## src/rtl/seven_seg_scanner.sv

```systemverilog
// Multiplexed seven-segment driver with frame-synchronous capture, leading-zero
// blanking, per-digit decimal points, PWM brightness and selectable pin polarity.
module seven_seg_scanner #(
    parameter int NUM_DIGITS         = 4,
    parameter int DIGIT_PERIOD_LOG2  = 17,
    parameter int BRIGHTNESS_BITS    = 4,
    parameter bit SEGMENT_ACTIVE_LOW = 1,
    parameter bit DIGIT_ACTIVE_LOW   = 1
) (
    input  logic                       clock,
    input  logic                       notReset,
    input  logic                       enable,
    input  logic [4*NUM_DIGITS-1:0]    data,
    input  logic [NUM_DIGITS-1:0]      dpMask,
    input  logic                       blankLeadingZeros,
    input  logic [BRIGHTNESS_BITS-1:0] brightness,
    output logic [7:0]                 segment,
    output logic [NUM_DIGITS-1:0]      digit,
    output logic                       frameTick
);

    localparam int POS_W = (NUM_DIGITS > 1) ? $clog2(NUM_DIGITS) : 1;
    localparam logic [7:0] SEG_OFF = SEGMENT_ACTIVE_LOW ? 8'hFF : 8'h00;
    localparam logic [NUM_DIGITS-1:0] DIG_OFF = {NUM_DIGITS{DIGIT_ACTIVE_LOW}};
    localparam logic [POS_W-1:0] LAST_POS = POS_W'(NUM_DIGITS - 1);

    logic [DIGIT_PERIOD_LOG2-1:0] tick_count;
    logic [POS_W-1:0]             position;

    logic [4*NUM_DIGITS-1:0]      shadow_data;
    logic [NUM_DIGITS-1:0]        shadow_dp;
    logic                         shadow_blank;
    logic [BRIGHTNESS_BITS-1:0]   shadow_bright;

    logic                         frame_start;
    logic [4*NUM_DIGITS-1:0]      eff_data;
    logic [NUM_DIGITS-1:0]        eff_dp;
    logic                         eff_blank;
    logic [BRIGHTNESS_BITS-1:0]   eff_bright;

    logic [3:0]                   cur_nibble;
    logic                         cur_dp;
    logic                         cur_blanked;
    logic [NUM_DIGITS-1:0]        blank_vec;
    logic [BRIGHTNESS_BITS-1:0]   phase;
    logic                         lit;
    logic [7:0]                   seg_on;
    logic [NUM_DIGITS-1:0]        dig_on;
    logic [7:0]                   segment_next;
    logic [NUM_DIGITS-1:0]        digit_next;

    function automatic logic [6:0] hex_font(input logic [3:0] value);
        logic [6:0] pattern;
        case (value)
            4'h0:    pattern = 7'h3F;
            4'h1:    pattern = 7'h06;
            4'h2:    pattern = 7'h5B;
            4'h3:    pattern = 7'h4F;
            4'h4:    pattern = 7'h66;
            4'h5:    pattern = 7'h6D;
            4'h6:    pattern = 7'h7D;
            4'h7:    pattern = 7'h07;
            4'h8:    pattern = 7'h7F;
            4'h9:    pattern = 7'h6F;
            4'hA:    pattern = 7'h77;
            4'hB:    pattern = 7'h7C;
            4'hC:    pattern = 7'h39;
            4'hD:    pattern = 7'h5E;
            4'hE:    pattern = 7'h79;
            default: pattern = 7'h71;
        endcase
        return pattern;
    endfunction

    // On the capture cycle the live inputs bypass the shadows so the first
    // digit of a new frame already shows the new values.
    assign frame_start = (tick_count == '0) && (position == '0);
    assign eff_data    = frame_start ? data              : shadow_data;
    assign eff_dp      = frame_start ? dpMask            : shadow_dp;
    assign eff_blank   = frame_start ? blankLeadingZeros : shadow_blank;
    assign eff_bright  = frame_start ? brightness        : shadow_bright;

    always_comb begin
        cur_nibble = 4'h0;
        cur_dp     = 1'b0;
        for (int i = 0; i < NUM_DIGITS; i++) begin
            if (POS_W'(i) == position) begin
                cur_nibble = eff_data[4*i +: 4];
                cur_dp     = eff_dp[i];
            end
        end
    end

    // Scan from the most significant position down; a position is blank while
    // it and everything above it is zero. Position 0 always shows.
    always_comb begin
        logic all_zero;
        all_zero  = 1'b1;
        blank_vec = '0;
        for (int i = NUM_DIGITS - 1; i >= 0; i--) begin
            all_zero     = all_zero && (eff_data[4*i +: 4] == 4'h0);
            blank_vec[i] = eff_blank && all_zero && (i != 0);
        end
    end

    always_comb begin
        cur_blanked = 1'b0;
        for (int i = 0; i < NUM_DIGITS; i++) begin
            if (POS_W'(i) == position) begin
                cur_blanked = blank_vec[i];
            end
        end
    end

    assign phase = tick_count[DIGIT_PERIOD_LOG2-1 -: BRIGHTNESS_BITS];
    assign lit   = enable && (phase <= eff_bright);

    always_comb begin
        seg_on       = {cur_dp, (cur_blanked ? 7'h00 : hex_font(cur_nibble))};
        dig_on       = NUM_DIGITS'(1) << position;
        segment_next = SEG_OFF;
        digit_next   = DIG_OFF;
        if (lit) begin
            segment_next = SEGMENT_ACTIVE_LOW ? ~seg_on : seg_on;
            digit_next   = DIGIT_ACTIVE_LOW   ? ~dig_on : dig_on;
        end
    end

    always_ff @(posedge clock or negedge notReset) begin
        if (!notReset) begin
            tick_count <= '0;
            position   <= '0;
        end else begin
            tick_count <= tick_count + 1'b1;
            if (tick_count == '1) begin
                position <= (position == LAST_POS) ? '0 : position + 1'b1;
            end
        end
    end

    always_ff @(posedge clock or negedge notReset) begin
        if (!notReset) begin
            shadow_data   <= '0;
            shadow_dp     <= '0;
            shadow_blank  <= 1'b0;
            shadow_bright <= '0;
        end else if (frame_start) begin
            shadow_data   <= data;
            shadow_dp     <= dpMask;
            shadow_blank  <= blankLeadingZeros;
            shadow_bright <= brightness;
        end
    end

    always_ff @(posedge clock or negedge notReset) begin
        if (!notReset) begin
            segment   <= SEG_OFF;
            digit     <= DIG_OFF;
            frameTick <= 1'b0;
        end else begin
            segment   <= segment_next;
            digit     <= digit_next;
            frameTick <= frame_start;
        end
    end

endmodule

```

## config.mk

```make
export PLATFORM = sky130hd
export DESIGN_NAME = seven_seg_scanner
export DESIGN_NICKNAME = d
export VERILOG_FILES = /design/src/rtl/seven_seg_scanner.sv
export SDC_FILE = /design/constraint.sdc
export NUM_CORES = 1
export LEC_CHECK = 0
export ABC_AREA = 1
export BUFFER_PORTS_ARGS = -buffer_cell sky130_fd_sc_hd__buf_2
export CORE_MARGIN = 2
export CORE_UTILIZATION = 35
export DETAILED_ROUTE_END_ITERATION = 6
export PLACE_DENSITY = 0.55
export SYNTH_ARGS = -nofsm -noshare
export SYNTH_HDL_FRONTEND = slang
export SYNTH_SLANG_ARGS = --single-unit
```

## constraint.sdc

```tcl
create_clock -name clock -period 3 [get_ports clock]
set_clock_uncertainty 0.15 [all_clocks]
set_input_delay 0.3 -clock clock [delete_from_list [all_inputs] [get_ports clock]]
set_output_delay 0.3 -clock clock [all_outputs]
set_load 0.1 [all_outputs]
```

==> results of run 1 <==
[metal layers]
layer  wire [um]  GRT usage (%)
met3         208           3.97
met4          75           6.18
met2        2740           21.4
met5           0              0
met1        3390           21.2
[cell type report]
| class | instances | area [um^2] |
|---|---|---|
| Multi-Input combinational cell | 241 | 1340 |
| Timing Repair Buffer | 48 | 263 |
| Fill cell | 842 | 4730 |
| Clock inverter | 6 | 43.8 |
| Tap cell | 105 | 131 |
| Inverter | 54 | 208 |
| Sequential cell | 57 | 1440 |
| Clock buffer | 10 | 138 |
[final timing paths]
check | start | slack, ns | to
hold reg to reg | tick_count[0]$_DFF_PN0_ | 0.33 | tick_count[0]$_DFF_PN0_
hold / removal | brightness[2] | 0.05 | shadow_bright[2]$_DFF_PN0_
min in group asynchronous | notReset | 0.35 | tick_count[9]$_DFF_PN0_
setup / recovery | position[0]$_DFFE_PN0N_ | 0.26 | segment[2]$_DFF_PN1_
max in group asynchronous | notReset | 1.59 | segment[5]$_DFF_PN1_
setup reg to reg | position[0]$_DFFE_PN0N_ | 0.26 | segment[2]$_DFF_PN1_
[state kept, by name, indices dropped and copies added (netlist names)]
| signal | cells |
|---|---|
| digit | 4 |
| frameTick | 1 |
| position | 2 |
| segment | 8 |
| shadow_blank | 1 |
| shadow_bright | 4 |
| shadow_data | 16 |
| shadow_dp | 4 |
| tick_count | 17 |
[placed cells by master (no fill, tap or decap), types with 2 or more instances in the layout]
| cell | Yosys | routed |
|---|---|---|
| sky130_fd_sc_hd__a21oi_1 | 5 | 5 |
| sky130_fd_sc_hd__and2_1 | 3 | 3 |
| sky130_fd_sc_hd__buf_2 | 3 | 40 |
| sky130_fd_sc_hd__buf_4 | 2 | 7 |
| sky130_fd_sc_hd__clkbuf_8 | 0 | 10 |
| sky130_fd_sc_hd__clkinvlp_4 | 0 | 4 |
| sky130_fd_sc_hd__dfrtp_1 | 45 | 45 |
| sky130_fd_sc_hd__dfstp_2 | 12 | 12 |
| sky130_fd_sc_hd__ha_1 | 17 | 17 |
| sky130_fd_sc_hd__inv_1 | 51 | 50 |
| sky130_fd_sc_hd__inv_2 | 3 | 3 |
| sky130_fd_sc_hd__nand2_1 | 103 | 102 |
| sky130_fd_sc_hd__nand2_2 | 6 | 7 |
| sky130_fd_sc_hd__nand3_1 | 43 | 43 |
| sky130_fd_sc_hd__nand3b_1 | 3 | 3 |
| sky130_fd_sc_hd__nand4_1 | 7 | 7 |
| sky130_fd_sc_hd__nor2_1 | 19 | 19 |
| sky130_fd_sc_hd__nor2_2 | 2 | 2 |
| sky130_fd_sc_hd__nor3_1 | 3 | 3 |
| sky130_fd_sc_hd__o21a_1 | 3 | 3 |
| sky130_fd_sc_hd__o21ai_0 | 5 | 5 |
| sky130_fd_sc_hd__xnor2_1 | 2 | 2 |
| sky130_fd_sc_hd__xor2_1 | 12 | 12 |
[kinds of logic (layout without fill, tap and decap cells)]
group | after synthesis | in the layout | share of synthesized area [%]
DFF | 57 | 57 | 47.6
AOI/OAI and AO/OA | 16 | 16 | 3.64
and+or+nand+nor | 193 | 193 | 29.1
xor gates and xnor gates | 14 | 14 | 4.05
buffers and inverters | 61 | 118 | 8.18
muxes | 1 | 1 | 0.372
adders and majority gates | 17 | 17 | 7.02
[synth_stat cells (all sizes together), types with 3 or more instances]
| cell | number | area (um^2) |
|---|---|---|
| nand3b | 3 | 22.5 |
| and2 | 3 | 18.8 |
| nand2 | 109 | 424 |
| dfrtp | 45 | 1130 |
| nand4 | 7 | 43.8 |
| buf | 6 | 41.3 |
| ha | 17 | 213 |
| nor3 | 4 | 25.0 |
| dfstp | 12 | 315 |
| a21oi | 6 | 41.3 |
| o21a | 3 | 22.5 |
| inv | 54 | 203 |
| nor2 | 23 | 115 |
| o21ai | 5 | 25.0 |
| xor2 | 12 | 105 |
| nand3 | 44 | 233 |
[worst max-delay path: cells and delay by family, from the launching register on]
kind	cells	cell delay, ns
simple gates	5	0.56
mux	1	0.27
fa+ha+maj	2	0.48
compound gates	2	0.34
flops	1	0.40
buf+inv	3	0.45
[stage by stage]
| stage | total power [mW] | std cells | setup TNS, ns | cell area, um^2 | setup WS (ns) |
|---|---|---|---|---|---|
| final | 1.65 | 521 | 0 | 3570 | 0.259 |
| after CTS | 1.68 | 518 | 0 | 3540 | 0.0314 |
| after global placement | 1.02 | 501 | 0 | 3340 | 0.155 |
| after detailed placement | 1.02 | 501 | 0 | 3340 | 0.0605 |
| after floorplan | 0.961 | 359 | 0 | 3030 | 0.478 |
| after global routing | 1.73 | 521 | -0.00186 | 3570 | -0.00186 |
[power groups by stage]
stage	Clock, mW	Sequential (mW)	Combinational [mW]
after floorplan	0	0.894	0.0668
after global placement	0	0.823	0.199
after detailed placement	0	0.823	0.201
after CTS	0.669	0.809	0.202
after global routing	0.700	0.811	0.221
final	0.646	0.808	0.199
[what timing repair did]
item / in CTS / in global routing
hold endpoints to repair: 19 / 0
hold buffers: 1 / 0
gates resized for setup: 0 / 4
setup endpoints to repair: 0 / 12
buffers inserted: 0 / 3
==> flow_summary_export.csv, run 1 <==
group,metric,value,unit
power_and_ir_drop,p_leak,1.84,nW
critical_path,crit_fanout,8,
die,die_width,97.0,um
global_routing,antenna_found_initial,0,
placed_design,post-dp-hpwl,5.03,mm
hold_path,hold_path_class,"in2reg",
critical_path,critPathArrivalTime,2.84,ns
job,max_cap_violations,0,
finish,final_core_util,43.0,%
timing,timing.final.crit_share,91.4,%
global_routing,grt_pass1_vias,2292,
detailed_routing,wl_per_cell,12.3,um
synthesis,mapped_nets,404,
finish,layout.nets,456,
clock_tree,clock_tree_from_tritoncts,"built",
critical_path,crit_path_max_incr_delay,0.40,ns
finish,final_layout_size_suffix_gt1_share,22.8,%
critical_path,critical_path.slowest_cell,"sky130_fd_sc_hd__dfrtp_1",
power_and_ir_drop,clkPwrFrac,39.1,%
synthesis,synth_area,3030,um^2
outcome,outcome,"finished clean",
timing,slew_headroom,60.5,%
die,boundaryPins,41,
synthesis,synthDistinctLibCells,31,
detailed_routing,detailedRoute.firstPassIterationCount,4,
synthesis,synth.yosys.seq_area_share,47.6,%
power_and_ir_drop,power.net_switching,0.481,mW
power_and_ir_drop,comb_power_share,12.1,%
global_routing,grt_first_pass_wirelength,11.2,mm
critical_path,cells_along_the_critical_path,"inv_1, ha_1, nand2_1, inv_2, nand3_4, buf_4, mux2_2, ha_1, nand2_1, o21ai_0, nand2_1, a21oi_4, nand3_1",
critical_path,endpoint_kind,"register",
critical_path,critical_path.most_common_cell,"sky130_fd_sc_hd__nand2_1",
power_and_ir_drop,sequentialPowerShare,48.9,%
clock_tree,clock-sinks,57,
die,num_rows,33,
detailed_routing,detail-route-antenna-nets,0,
clock_tree,clock_root_buffer,"sky130_fd_sc_hd__clkbuf_8",
die,die_area,9410,um^2
critical_path,crit_required,3.10,ns
global_routing,grt_max_degree,27,
critical_path,setup.worst_path.start_class,"register",
timing,timing.final.hold_violations,0,
power_and_ir_drop,power.density_cell_area,464,nW/um^2
synthesis,syn-mean-instance-area,8.43,um^2
timing,achievable_clock_frequency,365,MHz
power_and_ir_drop,vdd_ir_drop_max,0.201,mV
detailed_routing,detailedRoute.firstIterationViolations,92,
synthesis,synth_async_sr_flop_share,100,%
die,die_y,97.0,um
timing,finalSetupViolations,0,
timing,worst_hold_slack,0.0470,ns
synthesis,syn_inst,359,
finish,synth_to_layout_area_growth,17.8,%
synthesis,ys_warn_count,0,
placed_design,globalplace.congestion,0.762,
detailed_routing,route.vias.total,2337,
global_routing,grt_overflow_total,0,
timing,slew_viol_final,0,
timing,timing_worst_slew_pin_value,0.593,ns
die,start_util,36.5,%
finish,antenna_cells,0,
detailed_routing,viasPerCell,4.49,
synthesis,synth_flop_cell,"sky130_fd_sc_hd__dfrtp_1",
detailed_routing,detail_route.wirelength,6.41,mm
clock_tree,worst_setup_hold_path_clk_slew,0.07,ns
synthesis,synth-edff-count,0,
hold_path,worst_hold_path_cell_count,3,
critical_path,timing_worst_setup_path_type,"reg2reg",
clock_tree,cts-root-to-sink-buffers,2,
clock_tree,h-tree-depth,3,
global_routing,grt_use_total,14.9,%
timing,period_needed,2.74,ns
power_and_ir_drop,swShare,29.1,%
die,core-area,8300,um^2
power_and_ir_drop,power_report.internal_total,1.17,mW
clock_tree,clk_latency,0.33,ns
synthesis,flip_flop_and_latch_count_after_synthesis,57,
clock_tree,tritoncts.num_buffers,9,
placed_design,port_buffers,40,
critical_path,worst_r2r_path_depth,13,
detailed_routing,drt_drc_violations_left,0,
Note: power is estimated with default switching activity, not from simulation.
==> run 2, diff against run 1 <==
clock period = 3.1 ns   (was 3 ns; I/O delays follow)
==> run 2 against run 1 <==
Compared with the run above:
- the flow now finishes with violations (negative hold slack)
- combinational power down 4%
- global-route usage is 0.32 points higher
- power rose by 3.0%
- core utilization shrank 0.11 points
- non-clock buffer count down 4
- flip-flop and latch count stayed put
- critical endpoint is now segment[1]$_DFF_PN1_
==> flow_summary_export.csv, run 2 (same netlist as run 1, synthesis figures left out) <==
group,metric,value,unit
detailed_routing,route.vias.total,2343,
clock_tree,clock_tree_from_tritoncts,"built",
critical_path,setup.worst_path.start_class,"register",
hold_path,hold_path_class,"in2async",
finish,fillCellCount,835,
timing,timing.final.hold_violations,6,
timing,slew_viol_final,0,
critical_path,endpoint_kind,"register",
critical_path,critPathArrivalTime,2.92,ns
critical_path,crit_fanout,13,
finish,layout.nets,452,
timing,period_needed,2.82,ns
placed_design,port_buffers,40,
clock_tree,cts-root-to-sink-buffers,2,
finish,antenna_cells,0,
timing,finalSetupViolations,0,
detailed_routing,wl_per_cell,12.6,um
clock_tree,cts.hold.buffers_added,0,
power_and_ir_drop,p_leak,1.85,nW
critical_path,crit_path_max_incr_delay,0.40,ns
finish,mostFrequentLayoutCells,"sky130_fd_sc_hd__nand2_1 (102), sky130_fd_sc_hd__inv_1 (50), sky130_fd_sc_hd__dfrtp_1 (45), sky130_fd_sc_hd__nand3_1 (43), sky130_fd_sc_hd__buf_2 (40)",
clock_tree,clock_root_buffer,"sky130_fd_sc_hd__clkbuf_8",
global_routing,antenna_found_initial,0,
die,core-area,8300,um^2
finish,final_layout_size_suffix_gt1_share,21.8,%
critical_path,regToRegEndpoint,"segment[1]$_DFF_PN1_",
critical_path,cells_along_the_critical_path,"inv_1, ha_1, nand2_1, nor2_4, nand3_4, inv_4, nand2_1, nand2_1, inv_1, ha_1, a21oi_1, o21ai_0, o21ai_0, nand2_1, a21oi_4, nand3_1",
clock_tree,worst_setup_hold_path_clk_slew,0.07,ns
critical_path,r2r_slack,0.28,ns
outcome,outcome,"finished, violations left",
timing,worst_hold_slack,-0.0127,ns
power_and_ir_drop,vdd_ir_drop_max,0.171,mV
die,die_width,97.0,um
global_routing,grt_overflow_total,0,
finish,reg.largest.list,"tick_count (17), shadow_data (16), segment (8)",
timing,timing.final.crit_share,91.0,%
detailed_routing,detailedRoute.firstPassIterationCount,4,
timing,slew_headroom,32.0,%
die,num_rows,33,
finish,synth_to_layout_area_growth,17.5,%
detailed_routing,viasPerCell,4.53,
detailed_routing,detail-route-antenna-nets,0,
finish,most_common_cell_after_layout_fill_and_taps_aside,"sky130_fd_sc_hd__nand2_1",
timing,timing_worst_slew_pin_value,1.02,ns
critical_path,critical_path.most_common_cell,"sky130_fd_sc_hd__nand2_1",
die,die_y,97.0,um
critical_path,worst_r2r_path_depth,16,
global_routing,grt_pass1_vias,2353,
placed_design,placed_cells_incl_taps,501,
job,max_cap_violations,0,
clock_tree,tritoncts.num_buffers,9,
die,die_area,9410,um^2
clock_tree,clock-sinks,57,
outcome,failing_checks,"negative hold slack",
die,start_util,36.5,%
global_routing,grt_first_pass_wirelength,11.3,mm
finish,final_cells,517,
critical_path,crit-reg2reg-launch,"tick_count[0]$_DFF_PN0_",
placed_design,globalplace.congestion,0.782,
placed_design,post-dp-hpwl,4.94,mm
power_and_ir_drop,power.density_cell_area,479,nW/um^2
timing,setup_tns,0,ns
detailed_routing,detail_route.wirelength,6.51,mm
die,boundaryPins,41,
power_and_ir_drop,p_total,1.70,mW
clock_tree,h-tree-depth,3,
finish,largest_reg_flops,17,
timing,rsz0062_at_grt,"no",
timing,achievable_clock_frequency,354,MHz
finish,most_flops_register,"tick_count",
critical_path,crit_required,3.20,ns
global_routing,grt_max_degree,46,
finish,seq_area,1440,um^2
detailed_routing,drt_drc_violations_left,0,
critical_path,critical_path.slowest_cell,"sky130_fd_sc_hd__dfrtp_1",
global_routing,grt_use_total,15.2,%
finish,multiInputGateArea,1340,um^2
detailed_routing,detailedRoute.firstIterationViolations,88,
clock_tree,clk_latency,0.34,ns
critical_path,timing_worst_setup_path_type,"reg2reg",
-- run 2: cell types whose count changed in the layout (fill, tap and decap cells not counted) --
cell and delta:
sky130_fd_sc_hd__buf_4 -3, sky130_fd_sc_hd__bufinv_16 +1, sky130_fd_sc_hd__clkbuf_1 +2, sky130_fd_sc_hd__clkbuf_8 +2
sky130_fd_sc_hd__clkinv_4 -1, sky130_fd_sc_hd__clkinvlp_4 -4, sky130_fd_sc_hd__dlygate4sd3_1 -1, sky130_fd_sc_hd__inv_4 +1
sky130_fd_sc_hd__inv_6 -1
-- run 2: what timing repair did --
action                                  4_1_cts  5_1_grt
resized for setup                             0        4
hold endpoints to repair                      0        0
buffers inserted                              0        0
endpoints found under the setup margin        0       10
-- run 2: area by class of cell --
cell class | count | share of cell area [%]
Multi-Input combinational cell | 241 | 37.7
Sequential cell | 57 | 40.5
Clock inverter | 2 | 0.985
Tap cell | 105 | 3.69
Timing Repair Buffer | 44 | 6.47
Inverter | 54 | 5.77
Clock buffer | 14 | 4.85
-- run 2: how the worst max path moves through the flow --
stage | depth (start not counted) | slack, ns | to | from
6_report | 16 | 0.28 | segment[1]$_DFF_PN1_ | tick_count[0]$_DFF_PN0_
5_1_grt | 16 | 0.01 | segment[1]$_DFF_PN1_ | position[1]$_DFFE_PN0N_
4_1_cts | 16 | 0.12 | segment[7]$_DFF_PN1_ | tick_count[0]$_DFF_PN0_
3_5_place_dp | 16 | 0.12 | segment[7]$_DFF_PN1_ | tick_count[0]$_DFF_PN0_
3_3_place_gp | 16 | 0.24 | segment[7]$_DFF_PN1_ | position[0]$_DFFE_PN0N_
2_1_floorplan | 13 | 0.58 | segment[7]$_DFF_PN1_ | position[0]$_DFFE_PN0N_
-- run 2: critical path, delay by kind of cell, from the launching register on --
kind | cells | cell delay, ns
AND/OR/NAND/NOR | 7 | 0.92
flip-flops | 1 | 0.40
buffers and inverters | 3 | 0.30
adder cells (fa/ha/maj) | 2 | 0.46
AO/OA/AOI/OAI | 4 | 0.50
-- run 2: per-stage QoR --
| step | setup WS (ns) | area (um^2) | hold WS, ns | utilization (%) |
|---|---|---|---|---|
| after global routing | 0.00973 | 3560 | 0.0519 | 42.9 |
| after detailed placement | 0.124 | 3340 | 0.319 | 40.3 |
| after CTS | 0.118 | 3550 | 0.0225 | 42.8 |
| after global placement | 0.238 | 3340 | 0.307 | 40.3 |
| final | 0.278 | 3560 | -0.0127 | 42.9 |
| after floorplan | 0.578 | 3030 | -0.136 | - |
-- run 2: per-layer routing --
| metal | share of wire (%) | up-vias | track usage, % |
|---|---|---|---|
| met5 | 0 | - | 0 |
| met4 | 1.7 | 0 | 6.61 |
| met3 | 4.6 | 10 | 3.90 |
| met2 | 42 | 49 | 22.0 |
| met1 | 52 | 1066 | 21.5 |
| li1 | - | 1218 | - |
-- run 2: report_power, final --
part	total, mW	switching [mW]	internal [mW]
clock network	0.730	0.293	0.437
logic	0.192	0.144	0.0481
registers	0.783	0.00693	0.776
total	1.70	0.444	1.26
==> run 3, diff against run 2 <==
ABC_AREA = default   (was 1)
==> run 3 against run 2 <==
Compared with the run above:
- the flow finishes with violations (negative setup slack)
- non-clock buffer count grew 45
- register-to-register slack worse by 0.46 ns
- die area about the same
- global-route usage fell by 0.63 points
- area after synthesis barely moved
- combinational power increased by 13%
- final cell count down 10%
- largest cell class is now multi-input combinational cells
- largest power group unchanged
==> flow_summary_export.csv, run 3 <==
group,metric,value,unit
timing,setup_tns,-0.940,ns
clock_tree,clock-sinks,57,
clock_tree,cts-root-to-sink-buffers,2,
detailed_routing,highest_routed_metal_layer,"met4",
timing,slew_headroom,64.4,%
finish,fillCellCount,776,
synthesis,synthTopCellsByArea,"sky130_fd_sc_hd__dfrtp_1 (37%), sky130_fd_sc_hd__dfstp_2 (10%), sky130_fd_sc_hd__ha_1 (7.0%)",
global_routing,grt_use_total,14.6,%
timing,timing.final.crit_share,106,%
synthesis,synth.yosys.seq_area_share,47.6,%
power_and_ir_drop,clkPwrFrac,41.6,%
synthesis,mapped_nets,305,
timing,final_critical_path_setup_slack,-0.183,ns
outcome,outcome,"finished, violations left",
synthesis,synth_largest_type_area_fraction,37.2,%
die,die_y,97.0,um
clock_tree,worst_setup_hold_path_clk_slew,0.08,ns
detailed_routing,wl_per_cell,14.0,um
finish,layout.nets,399,
synthesis,syn-mean-instance-area,11.6,um^2
synthesis,syn_inst,260,
finish,final_layout_size_suffix_gt1_share,48.5,%
critical_path,crit_required,3.19,ns
finish,mostFrequentLayoutCells,"sky130_fd_sc_hd__dfrtp_1 (45), sky130_fd_sc_hd__buf_4 (44), sky130_fd_sc_hd__buf_2 (40), sky130_fd_sc_hd__nand2_1 (22), sky130_fd_sc_hd__inv_1 (20)",
critical_path,critPathArrivalTime,3.37,ns
global_routing,grt_overflow_total,0,
critical_path,crit_family,"simple AND/OR/NAND/NOR gates",
synthesis,synthDistinctLibCells,61,
finish,most_flops_register,"tick_count",
timing,finalSetupViolations,7,
detailed_routing,route.layer.met1.wl,3.10,mm
timing,period_needed,3.28,ns
timing,worst_hold_slack,0.0708,ns
power_and_ir_drop,sequentialPowerShare,45.8,%
power_and_ir_drop,power_report.internal_total,1.24,mW
placed_design,globalplace.congestion,0.823,
global_routing,grt_first_pass_wirelength,11.0,mm
timing,timing_worst_slew_pin_value,0.534,ns
outcome,failing_checks,"negative setup slack",
detailed_routing,viasPerCell,4.79,
synthesis,synth_async_sr_flop_share,100,%
clock_tree,clk_latency,0.34,ns
critical_path,r2r_slack,-0.18,ns
placed_design,post-dp-hpwl,4.95,mm
finish,largest_reg_flops,17,
clock_tree,h-tree-depth,3,
die,boundaryPins,41,
power_and_ir_drop,swShare,27.5,%
global_routing,grt_max_degree,25,
synthesis,synth_top_cell_by_area,"sky130_fd_sc_hd__dfrtp_1",
synthesis,ys_warn_count,0,
synthesis,synth.most_common_cell,"sky130_fd_sc_hd__dfrtp_1",
critical_path,critical_path.most_common_cell,"sky130_fd_sc_hd__ha_1",
finish,multiInputGateArea,1520,um^2
clock_tree,clock_tree_from_tritoncts,"built",
critical_path,crit_buf_inv,2,
die,die_area,9400,um^2
synthesis,synth-edff-count,0,
timing,rsz0062_at_grt,"yes",
detailed_routing,detailedRoute.firstIterationViolations,81,
detailed_routing,route.met3.wl,200,um
detailed_routing,detail-route-antenna-nets,0,
global_routing,grt_pass1_vias,2340,
die,num_rows,33,
placed_design,place_ws,-0.235,ns
finish,most_common_cell_after_layout_fill_and_taps_aside,"sky130_fd_sc_hd__dfrtp_1",
detailed_routing,route.vias.total,2223,
critical_path,crit-reg2reg-launch,"tick_count[0]$_DFF_PN0_",
critical_path,timing_worst_setup_path_type,"reg2reg",
die,core-area,8300,um^2
critical_path,worstSetupPathDepth,12,
power_and_ir_drop,comb_power_share,12.7,%
die,die_width,97.0,um
timing,slew_viol_final,0,
job,max_cap_violations,0,
critical_path,cells_along_the_critical_path,"inv_2, ha_1, or4b_4, nor2_4, and2_4, buf_6, mux2_4, ha_1, and4_1, o21a_1, a21boi_4, o211ai_1",
power_and_ir_drop,vdd_ir_drop_max,0.205,mV
critical_path,regToRegEndpoint,"segment[1]$_DFF_PN1_",
critical_path,worst_setup_path_startpoint,"tick_count[0]$_DFF_PN0_",
critical_path,worst_r2r_path_depth,12,
finish,antenna_cells,0,
critical_path,timing_endpoint_of_the_critical_path,"segment[1]$_DFF_PN1_",
detailed_routing,met2_wirelength_from_detailed_routing,3.11,mm
finish,seq_area,1440,um^2
timing,timing.final.hold_violations,0,
power_and_ir_drop,power.density_cell_area,428,nW/um^2
timing,achievable_clock_frequency,305,MHz
power_and_ir_drop,power.net_switching,0.471,mW
detailed_routing,drt_drc_violations_left,0,
die,start_util,36.5,%
critical_path,crit_path_max_incr_delay,0.48,ns
hold_path,hold_path_class,"in2reg",
finish,reg.largest.list,"tick_count (17), shadow_data (16), segment (8)",
critical_path,endpoint_kind,"register",
synthesis,flip_flop_and_latch_count_after_synthesis,57,
global_routing,antenna_found_initial,0,
detailed_routing,detailedRoute.firstPassIterationCount,4,
placed_design,port_buffers,40,
critical_path,setup.worst_path.start_class,"register",
synthesis,ys_top_cells_by_count,"sky130_fd_sc_hd__dfrtp_1 (45), sky130_fd_sc_hd__inv_1 (23), sky130_fd_sc_hd__nand2_1 (22)",
critical_path,critical_path.slowest_cell,"sky130_fd_sc_hd__or4b_4",
synthesis,synth_area,3030,um^2
detailed_routing,detail_route.wirelength,6.52,mm
critical_path,crit_fanout,7,
clock_tree,clock_root_buffer,"sky130_fd_sc_hd__clkbuf_8",
clock_tree,tritoncts.num_buffers,9,
finish,synth_to_layout_area_growth,32.1,%
synthesis,synth_flop_cell,"sky130_fd_sc_hd__dfrtp_1",
power_and_ir_drop,p_leak,1.85,nW
## run 3: cell types whose count changed after synthesis, sizes merged, moves of 8 or more
cell   change
nand2     -85
nand3     -34
inv       -31
mux2i     +12
nor2      -12
mux2      +11
xnor2      +8
xor2       -8
## run 3: how the worst min path moves through the flow
stage	start	endpoint	slack (ns)	cells after the start
global route	brightness[3]	shadow_bright[3]$_DFF_PN0_	0.07	3
finish	brightness[3]	shadow_bright[3]$_DFF_PN0_	0.07	3
CTS	brightness[3]	shadow_bright[3]$_DFF_PN0_	0.06	3
global placement	notReset	tick_count[11]$_DFF_PN0_	0.17	1
detailed placement	notReset	tick_count[11]$_DFF_PN0_	0.18	1
floorplan	notReset	frameTick$_DFF_PN0_	-0.14	0
## run 3: layer usage
metal | track usage, % | vias up
met5 | 0 | -
met4 | 6.39 | 0
met3 | 2.82 | 9
li1 | - | 1105
met1 | 18.6 | 1074
met2 | 24.0 | 35
## run 3: per-stage QoR
stage               total power [mW]  utilization (%)  cell area, um^2  cells
global route                    1.79             48.2             4000    464
CTS                             1.73             47.3             3930    461
floorplan                      0.930                -             3060    260
global placement                1.00             43.9             3650    441
finish                          1.71             48.2             4000    464
detailed placement              1.00             43.9             3650    441
## run 3: cell families after synthesis
group	synth area share [%]
simple gates	15.6
flops	47.6
compound gates	11.7
buf+inv	5.46
mux	8.56
fa+ha+maj	7.03
xor+xnor	4.05
## run 3: power groups by stage
| stage | Combinational (mW) | Sequential [mW] | Clock (mW) |
|---|---|---|---|
| floorplan | 0.0648 | 0.866 | 0 |
| global placement | 0.204 | 0.796 | 0 |
| detailed placement | 0.206 | 0.796 | 0 |
| CTS | 0.213 | 0.783 | 0.733 |
| global route | 0.234 | 0.786 | 0.768 |
| finish | 0.217 | 0.783 | 0.712 |
## run 3: final cells by class
type | instances | share of cell area [%]
inverters | 23 | 2.16
clock buffers | 10 | 3.44
clock inverters | 6 | 1.69
repair buffers | 89 | 15.3
well taps | 105 | 3.29
multi-input cells | 174 | 38.1
flip-flops and latches | 57 | 36.1
## run 3: tightest hold or removal path, cell delays in order
cell	delay, ns
sky130_fd_sc_hd__buf_2	0.08
sky130_fd_sc_hd__mux2i_1	0.08
sky130_fd_sc_hd__inv_1	0.06
## run 3: timing repair
| item | in CTS | in global routing |
|---|---|---|
| endpoints found under the setup margin | 7 | 12 |
| hold buffers | 1 | 0 |
| gates resized for setup | 9 | 10 |
| pin swaps | 9 | 5 |
| setup buffers | 3 | 3 |
| endpoints found under the hold margin | 17 | 0 |
